--- config.mk ---
export PLATFORM = sky130hd
export DESIGN_NAME = sdiv_arb
export DESIGN_NICKNAME = d
export VERILOG_FILES = /design/src/rtl/sdiv_arb_pkg.sv /design/src/rtl/sdiv_rr_pick.sv /design/src/rtl/sdiv_arb.sv
export SDC_FILE = /design/constraint.sdc
export NUM_CORES = 1
export LEC_CHECK = 0
export BUFFER_PORTS_ARGS = -buffer_cell sky130_fd_sc_hd__buf_2
export CAP_MARGIN = 20
export CORE_ASPECT_RATIO = 1.75
export CORE_MARGIN = 4
export CORE_UTILIZATION = 41
export DETAILED_ROUTE_END_ITERATION = 10
export GPL_TIMING_DRIVEN = 0
export PLACE_DENSITY_LB_ADDON = 0.05
export SLEW_MARGIN = 30
export SYNTH_ARGS = -nofsm -noshare
export SYNTH_HDL_FRONTEND = slang
export SYNTH_HIERARCHICAL = 1
export SYNTH_SLANG_ARGS = --single-unit
--- constraint.sdc ---
create_clock -name clk -period 1.4 [get_ports clk]
set_clock_uncertainty 0.1 [all_clocks]
set_input_delay 0.21 -clock clk [delete_from_list [all_inputs] [get_ports clk]]
set_output_delay 0.21 -clock clk [all_outputs]
set_load 0.02 [all_outputs]
--- src/rtl/sdiv_arb_pkg.sv ---
// Shared definitions for the two-requester signed-divider arbiter: FSM states and default width.
package sdiv_arb_pkg;

    localparam int SDIV_W_DEFAULT = 16;

    typedef enum logic [2:0] {
        ST_IDLE  = 3'd0,
        ST_ISSUE = 3'd1,
        ST_ARM   = 3'd2,
        ST_WAIT  = 3'd3,
        ST_DONE  = 3'd4
    } sdiv_state_e;

endpackage

--- src/rtl/sdiv_rr_pick.sv ---
// Two-way round-robin grant pick: a lone request wins outright, a tie goes to prio.
module sdiv_rr_pick (
    input  logic req0,
    input  logic req1,
    input  logic prio,
    output logic gnt,
    output logic owner
);

    assign gnt   = req0 | req1;
    assign owner = (req0 & req1) ? prio : req1;

endmodule

--- src/rtl/sdiv_arb.sv ---
// Arbitrates two requesters onto one shared go/rdy signed divider and returns per-requester quotients.
// Optional macro SDIV_ARB_DIV0_CHK_EN short-circuits divide-by-zero to a saturated result with err set.
module sdiv_arb
    import sdiv_arb_pkg::*;
#(
    parameter int W = SDIV_W_DEFAULT
) (
    input  logic         clk,
    input  logic         rst,
    input  logic         req0,
    input  logic         req1,
    input  logic [W-1:0] dvd0,
    input  logic [W-1:0] dvs0,
    input  logic [W-1:0] dvd1,
    input  logic [W-1:0] dvs1,
    output logic         done0,
    output logic         done1,
    output logic [W-1:0] quo0,
    output logic [W-1:0] quo1,
    output logic         err0,
    output logic         err1,
    output logic         div_go,
    output logic [W-1:0] div_dividend,
    output logic [W-1:0] div_divisor,
    input  logic         div_rdy,
    input  logic [W-1:0] div_quotient
);

    sdiv_state_e  state_q, state_d;
    logic         prio_q, prio_d;
    logic         owner_q, owner_d;
    logic [W-1:0] dvd_q, dvd_d;
    logic [W-1:0] dvs_q, dvs_d;
    logic [W-1:0] quo0_q, quo0_d;
    logic [W-1:0] quo1_q, quo1_d;

    logic         gnt;
    logic         pick;
    logic [W-1:0] sel_dvd;
    logic [W-1:0] sel_dvs;

    sdiv_rr_pick u_pick (
        .req0  (req0),
        .req1  (req1),
        .prio  (prio_q),
        .gnt   (gnt),
        .owner (pick)
    );

    assign sel_dvd = pick ? dvd1 : dvd0;
    assign sel_dvs = pick ? dvs1 : dvs0;

`ifdef SDIV_ARB_DIV0_CHK_EN
    localparam logic [W-1:0] QUO_MAX = {1'b0, {(W-1){1'b1}}};
    localparam logic [W-1:0] QUO_MIN = {1'b1, {(W-1){1'b0}}};
    logic err0_q, err0_d;
    logic err1_q, err1_d;
`endif

    always_comb begin
        state_d = state_q;
        prio_d  = prio_q;
        owner_d = owner_q;
        dvd_d   = dvd_q;
        dvs_d   = dvs_q;
        quo0_d  = quo0_q;
        quo1_d  = quo1_q;
`ifdef SDIV_ARB_DIV0_CHK_EN
        err0_d  = err0_q;
        err1_d  = err1_q;
`endif
        case (state_q)
            ST_IDLE: begin
                if (gnt) begin
                    owner_d = pick;
                    dvd_d   = sel_dvd;
                    dvs_d   = sel_dvs;
                    state_d = ST_ISSUE;
`ifdef SDIV_ARB_DIV0_CHK_EN
                    // Zero divisor never reaches the divider; answer is saturated toward the dividend's sign.
                    if (sel_dvs == '0) begin
                        state_d = ST_DONE;
                        if (pick) begin
                            quo1_d = sel_dvd[W-1] ? QUO_MIN : QUO_MAX;
                            err1_d = 1'b1;
                        end else begin
                            quo0_d = sel_dvd[W-1] ? QUO_MIN : QUO_MAX;
                            err0_d = 1'b1;
                        end
                    end
`endif
                end
            end
            ST_ISSUE: state_d = ST_ARM;
            // The divider may still show rdy from its previous result here, so it is not sampled.
            ST_ARM:   state_d = ST_WAIT;
            ST_WAIT: begin
                if (div_rdy) begin
                    if (owner_q) begin
                        quo1_d = div_quotient;
`ifdef SDIV_ARB_DIV0_CHK_EN
                        err1_d = 1'b0;
`endif
                    end else begin
                        quo0_d = div_quotient;
`ifdef SDIV_ARB_DIV0_CHK_EN
                        err0_d = 1'b0;
`endif
                    end
                    state_d = ST_DONE;
                end
            end
            ST_DONE: begin
                prio_d  = ~owner_q;
                state_d = ST_IDLE;
            end
            default: state_d = ST_IDLE;
        endcase
    end

    always_ff @(posedge clk) begin
        if (rst) begin
            state_q <= ST_IDLE;
            prio_q  <= 1'b0;
            owner_q <= 1'b0;
            dvd_q   <= '0;
            dvs_q   <= '0;
            quo0_q  <= '0;
            quo1_q  <= '0;
        end else begin
            state_q <= state_d;
            prio_q  <= prio_d;
            owner_q <= owner_d;
            dvd_q   <= dvd_d;
            dvs_q   <= dvs_d;
            quo0_q  <= quo0_d;
            quo1_q  <= quo1_d;
        end
    end

`ifdef SDIV_ARB_DIV0_CHK_EN
    always_ff @(posedge clk) begin
        if (rst) begin
            err0_q <= 1'b0;
            err1_q <= 1'b0;
        end else begin
            err0_q <= err0_d;
            err1_q <= err1_d;
        end
    end

    assign err0 = err0_q;
    assign err1 = err1_q;
`else
    assign err0 = 1'b0;
    assign err1 = 1'b0;
`endif

    assign div_go       = (state_q == ST_ISSUE);
    assign div_dividend = dvd_q;
    assign div_divisor  = dvs_q;
    assign done0        = (state_q == ST_DONE) && !owner_q;
    assign done1        = (state_q == ST_DONE) &&  owner_q;
    assign quo0         = quo0_q;
    assign quo1         = quo1_q;

endmodule

* Yosys cells after proc, flatten, opt, wreduce, memory -nomap -nowiden
Index checks and enable logic that the tools add are counted.
** Cells by class
- Equal/unequal tests :: 6
- Multiplexer cells :: 6
- Bitwise operators :: 3
- Reductions and logical operators :: 8
** Operators with widths (number)
- two-way mux 16 bit :: 2
- one-hot mux 3 bit (4 select lines) :: 1
- == test 3 x 2 -> 1 bit (second input constant) :: 2
- two-way mux 3 bit :: 2
- AND reduction 3 bit :: 2
- != test 2 bit (second input constant) :: 2
- AND reduction 2 bit :: 2
- == test 3 x 1 -> 1 bit (second input constant) :: 1
- == test 3 bit (second input constant) :: 1
- zero test 3 bit :: 1
- logical AND 1 bit :: 2
- bitwise AND 1 bit :: 1
- zero test 1 bit :: 1
- two-way mux 1 bit :: 1
- NOT 1 bit :: 1
- OR 1 bit :: 1
** Storage, ports and cells
- Bits in registers :: 69
- Input port bits :: 85
- Output and inout port bits :: 69

* Depth between registers and ports, before layout
- Depth in word-level cells :: 3
- Gate-level depth with buffers :: 6

* Hierarchy
The synthesis kept the hierarchy.
** Modules (own cells, without submodules)
- sdiv_arb :: instances 1, cells an instance 292, area an instance 2986.6 µm²
- sdiv_rr_pick :: instances 1, cells an instance 3, area an instance 17.5 µm²

* Worst setup path after synthesis
Ideal clock, no wire load.
- Path kind :: reg-to-reg
- Start point :: reg state_q[2]
- End point :: reg prio_q
- Library setup time :: 68 ps
- Arrival :: 1420 ps
- Data required time :: 1232 ps
- Path slack :: -188 ps
- Stages on the path, launching flop included :: 5
- Path buffers :: 1
- Path through :: dfxtp_1 buf_4 nor4b_1 a21oi_1 nor2_1
** Between the ends
- Longest elaborated chain between the ends :: 1
** RTL lines
- start, declared :: RTL line sdiv_arb.sv:29 : sdiv_state_e state_q, state_d;
- start signal, assigned :: RTL line sdiv_arb.sv:131 : state_q <= state_d;
- == test 3 bit :: RTL line sdiv_arb.sv:72 : case (state_q)
- end signal, assigned :: RTL line sdiv_arb.sv:132 : prio_q <= prio_d;
- end, declared :: RTL line sdiv_arb.sv:30 : logic prio_q, prio_d;
No other way between the ends.
A chain may end at the register's enable or synchronous reset.

* Final worst setup path
- Start point :: reg state_q[0]
- End point :: out done0
** Between the ends
- Longest elaborated chain between the ends :: 2
** RTL lines
- == test 3 bit :: RTL line sdiv_arb.sv:162 : assign done0 = (state_q == ST_DONE) && !owner_q;
- logical AND 1 bit :: RTL line sdiv_arb.sv:162
- end, declared :: RTL line sdiv_arb.sv:16 : output logic done0,
No other way between the ends.

==> flow_results.org <==
** Power
- Part of the total power dissipated in sequential elements :: 0.383
- Power spread over the standard cell area amounts to 1200 nW/um2.
- Of the total power, the share spent switching nets is 0.269.
- Psw :: 1.55 mW
- Power share of the clock group :: 0.399
- Power comes to 5.76 mW.
- The analysis attributes to cell leakage a power of 2.26 nW.
- VDD sags by at most 0.000687 V.
- Cell internal power was estimated by the tool at 4.21 mW.
- Combinational power share :: 0.218

** Clock tree
- The clock drives 69 sinks.
- The H-tree generated during clock tree synthesis spans 3 levels.
- Root buffer cell :: clkbuf_16
- After clock tree synthesis, the flow added hold-fix buffers numbering 0.
- Clock tree from TritonCTS :: yes
- The longest clock path from root to sink contains 2 buffers.
- Clock latency on the worst-skew pair, taken at its later pin, is 320 ps.
- Clock-pin slew was measured on the worst setup and hold paths at 50 ps.
- In this run, CTS created clock tree buffers numbering 9.

** Finish
- Commonest cells after routing, fill and taps aside :: 147 x buf_2, 64 x dfxtp_1, 49 x mux2i_1, 48 x nand2b_1, 29 x nor2_1
- Summing all multi-input logic gate instances after layout gives 1730 um2.
- # fillers :: 592
- Compared with the post-synthesis result, the final layout area differs by 60.5%.
- Registers take 1390 um2.
- 0 antenna diodes ended up in the layout.
- The library cell used most frequently in the layout, excluding fill and tap cells, is buf_2.
- Post-layout utilization of the core :: 0.671
- The final layout contains 560 nets.
- In the final layout, the share of cells above drive strength 1 is 0.548.

** Yosys
- Post-synth EDFFs :: 0
- Number of standard cells after synthesis :: 295
- Register area share after synthesis :: 0.460
- Mean cell area of the mapped netlist :: 10.2 um2
- Synthesis inferred 69 register bits.
- Synthesized cell area :: 3000 um2
- The Yosys step of the flow raised 6 warnings.
- Yosys cell types :: 26
- For this run, the leading register cell type out of synthesis is dfxtp_1.
- Counting flops with an async set or reset pin after synthesis yields a share of 0.

** Drt
- After the first detailed-routing iteration, the DRC count stood at 42.
- The routed design has 8220 um of wire.
- The routed layout has 2692 vias.
- In the final routed layout, each cell accounts on average for 14.5 um.
- Vias per inst :: 4.76
- Number of nets with antenna violations after routing :: 0
- Number of detailed-route iterations in the first pass :: 4
- After detailed routing, the number of remaining DRC violations is 0.

** Placed design
- Placer congestion estimate :: 0.774
- Placed wire-length estimate :: 5850 um
- Input and output buffers added on the ports amount to 150.
- At the placement stage, the worst setup path has a slack of -399 ps.

** Worst setup path
- For this run, the slowest stage of the critical path takes 380 ps.
- Endpoint kind of the worst setup timing path :: output pin
- Among all stages on the critical path, the largest delay is contributed by dfxtp_4.
- Together, buffers and inverters on the worst path number 1.
- Sequence of cells on the critical path :: nor4b_4, buf_4
- At the worst endpoint, the required time is 1090 ps.
- Data on the critical path arrives at its endpoint at 1200 ps.
- The setup path with the least slack is of type reg2out.
- Critical-path maximum fanout :: 7
- Worst path top cell family by delay :: flip-flops
- STA classifies the critical path startpoint as a flop.

** Global routing
- Global-route congestion overflow total :: 0
- Entering global routing, the biggest net connects 12 pins.
- The first global-routing pass estimated 12600 um of wire.
- The initial antenna violation count was 0.
- The number of global-route vias before repair was 2753.
- For this run, the total global-route usage over all layers was measured as 0.184.

** STA
- The final hold violation count was 0.
- Number of max-slew violations in the final report :: 0
- Across all setup checks in the final design, the least slack found is -114 ps.
- Counting I/O delays and the setup requirement, the final critical path takes 1510 ps.
- Max Fclk :: 661 MHz
- Setup repair after global routing could not meet its margin everywhere.
- Setup violations, final :: 48
- For the final routed database, the setup TNS stands at -1810 ps.
- Of the available clock period, the critical path in the final layout requires 1.08.
- Worst hold slack across all endpoints :: 69.0 ps

** Floorplanning
- The floorplan step defined a core boundary enclosing 7180 um2.
- In this run the core area contains 41 standard-cell rows.
- # IOs :: 154
- Horizontal extent of the die :: 72.7 um
- The initial utilization of the core area, before any placement, comes to 0.418.
- Die Y-Extent :: 121 um
- The die covers 8810 um2.

** Status
- The final reports fail on setup timing.
- Outcome :: complete, but fails checks

** Job
- Max-cap violations in this run came to 0.

** Hold path
- The tightest min-delay check is of the in2reg type.
[path summary, 6_finish.rpt]
kind                                               from                          end  slack, ps  cells past startpoint
worst max-delay path            state_q[0]$_SDFFE_PP0P_                        done0       -110                      2
worst min-delay path                    div_quotient[3]         quo1[3]$_SDFFE_PP0P_         70                      3
worst max register to register  state_q[1]$_SDFFE_PP0P_  div_divisor[2]$_SDFFE_PP0P_       -100                      5
worst min register to register     quo0[3]$_SDFFE_PP0P_         quo0[3]$_SDFFE_PP0P_        370                      2
[synth_stat cells, types with 2 or more instances]
library cell	instances	area [um2]
buf_4	6	45.0
buf_2	8	40.0
nor2_1	36	135
inv_1	2	7.51
nand2b_1	48	300
a211oi_1	32	240
mux2i_1	65	651
nor4b_1	2	17.5
dfxtp_1	69	1380
clkbuf_1	10	37.5
nor3_1	2	10.0
[tightest hold or removal path: cells and delay by family]
kind / cells / cell delay (ps)
buf+inv: 1 / 100
mux: 1 / 60
simple gates: 1 / 70
[repair_timing]
action,4_1_cts,5_1_grt
buffers inserted,10,5
endpoints found under the setup margin,65,71
pin swaps,12,10
gates resized for setup,36,69
cloned,2,3
[layer usage]
layer	part of all wire	track usage	up-vias	wire length (um)
met3	0.082	0.0522	12	677
met4	0.023	0.0693	0	187
li1	-	-	1378	-
met2	0.53	0.327	99	4320
met5	0	0	-	0
met1	0.37	0.201	1203	3040
[final cells by class]
type	instances	share of cell area
multi-input cells	198	0.360
flip-flops and latches	69	0.289
repair buffers	170	0.209
clock buffers	12	0.0553
plain buffers	25	0.0542
well taps	86	0.0223
clock inverters	4	0.00934
inverters	2	0.00156
[power groups by stage]
stage	Combinational, mW	Sequential (mW)	Clock [mW]
after floorplan	0.462	2.39	0
after detailed placement	0.994	2.23	0
after CTS	1.08	2.20	2.36
after global placement	0.983	2.23	0
after global routing	1.36	2.22	2.44
final	1.25	2.21	2.30
[cell families (layout without fill, tap and decap cells)]
kind of cell | Yosys count | after routing | synth area share
multiplexers | 65 | 65 | 0.217
AO/OA/AOI/OAI | 35 | 35 | 0.0870
flip-flops | 69 | 69 | 0.460
other | 1 | 2 | 0.00125
buffers and inverters | 29 | 213 | 0.0550
AND/OR/NAND/NOR | 96 | 96 | 0.180
[per-stage QoR]
| step | instances | cell area, um2 |
|---|---|---|
| floorplan | 296 | 3070 |
| global placement | 532 | 3930 |
| detailed placement | 532 | 3930 |
| CTS | 559 | 4460 |
| global route | 566 | 4820 |
| finish | 566 | 4820 |
[flip-flops by register name, indices dropped and copies added (netlist names)]
name and flops:
div_dividend 16, div_divisor 16, quo0 16, quo1 16, state_q 3, owner_q 1
prio_q 1
Note: power is estimated with default switching activity, not from simulation.
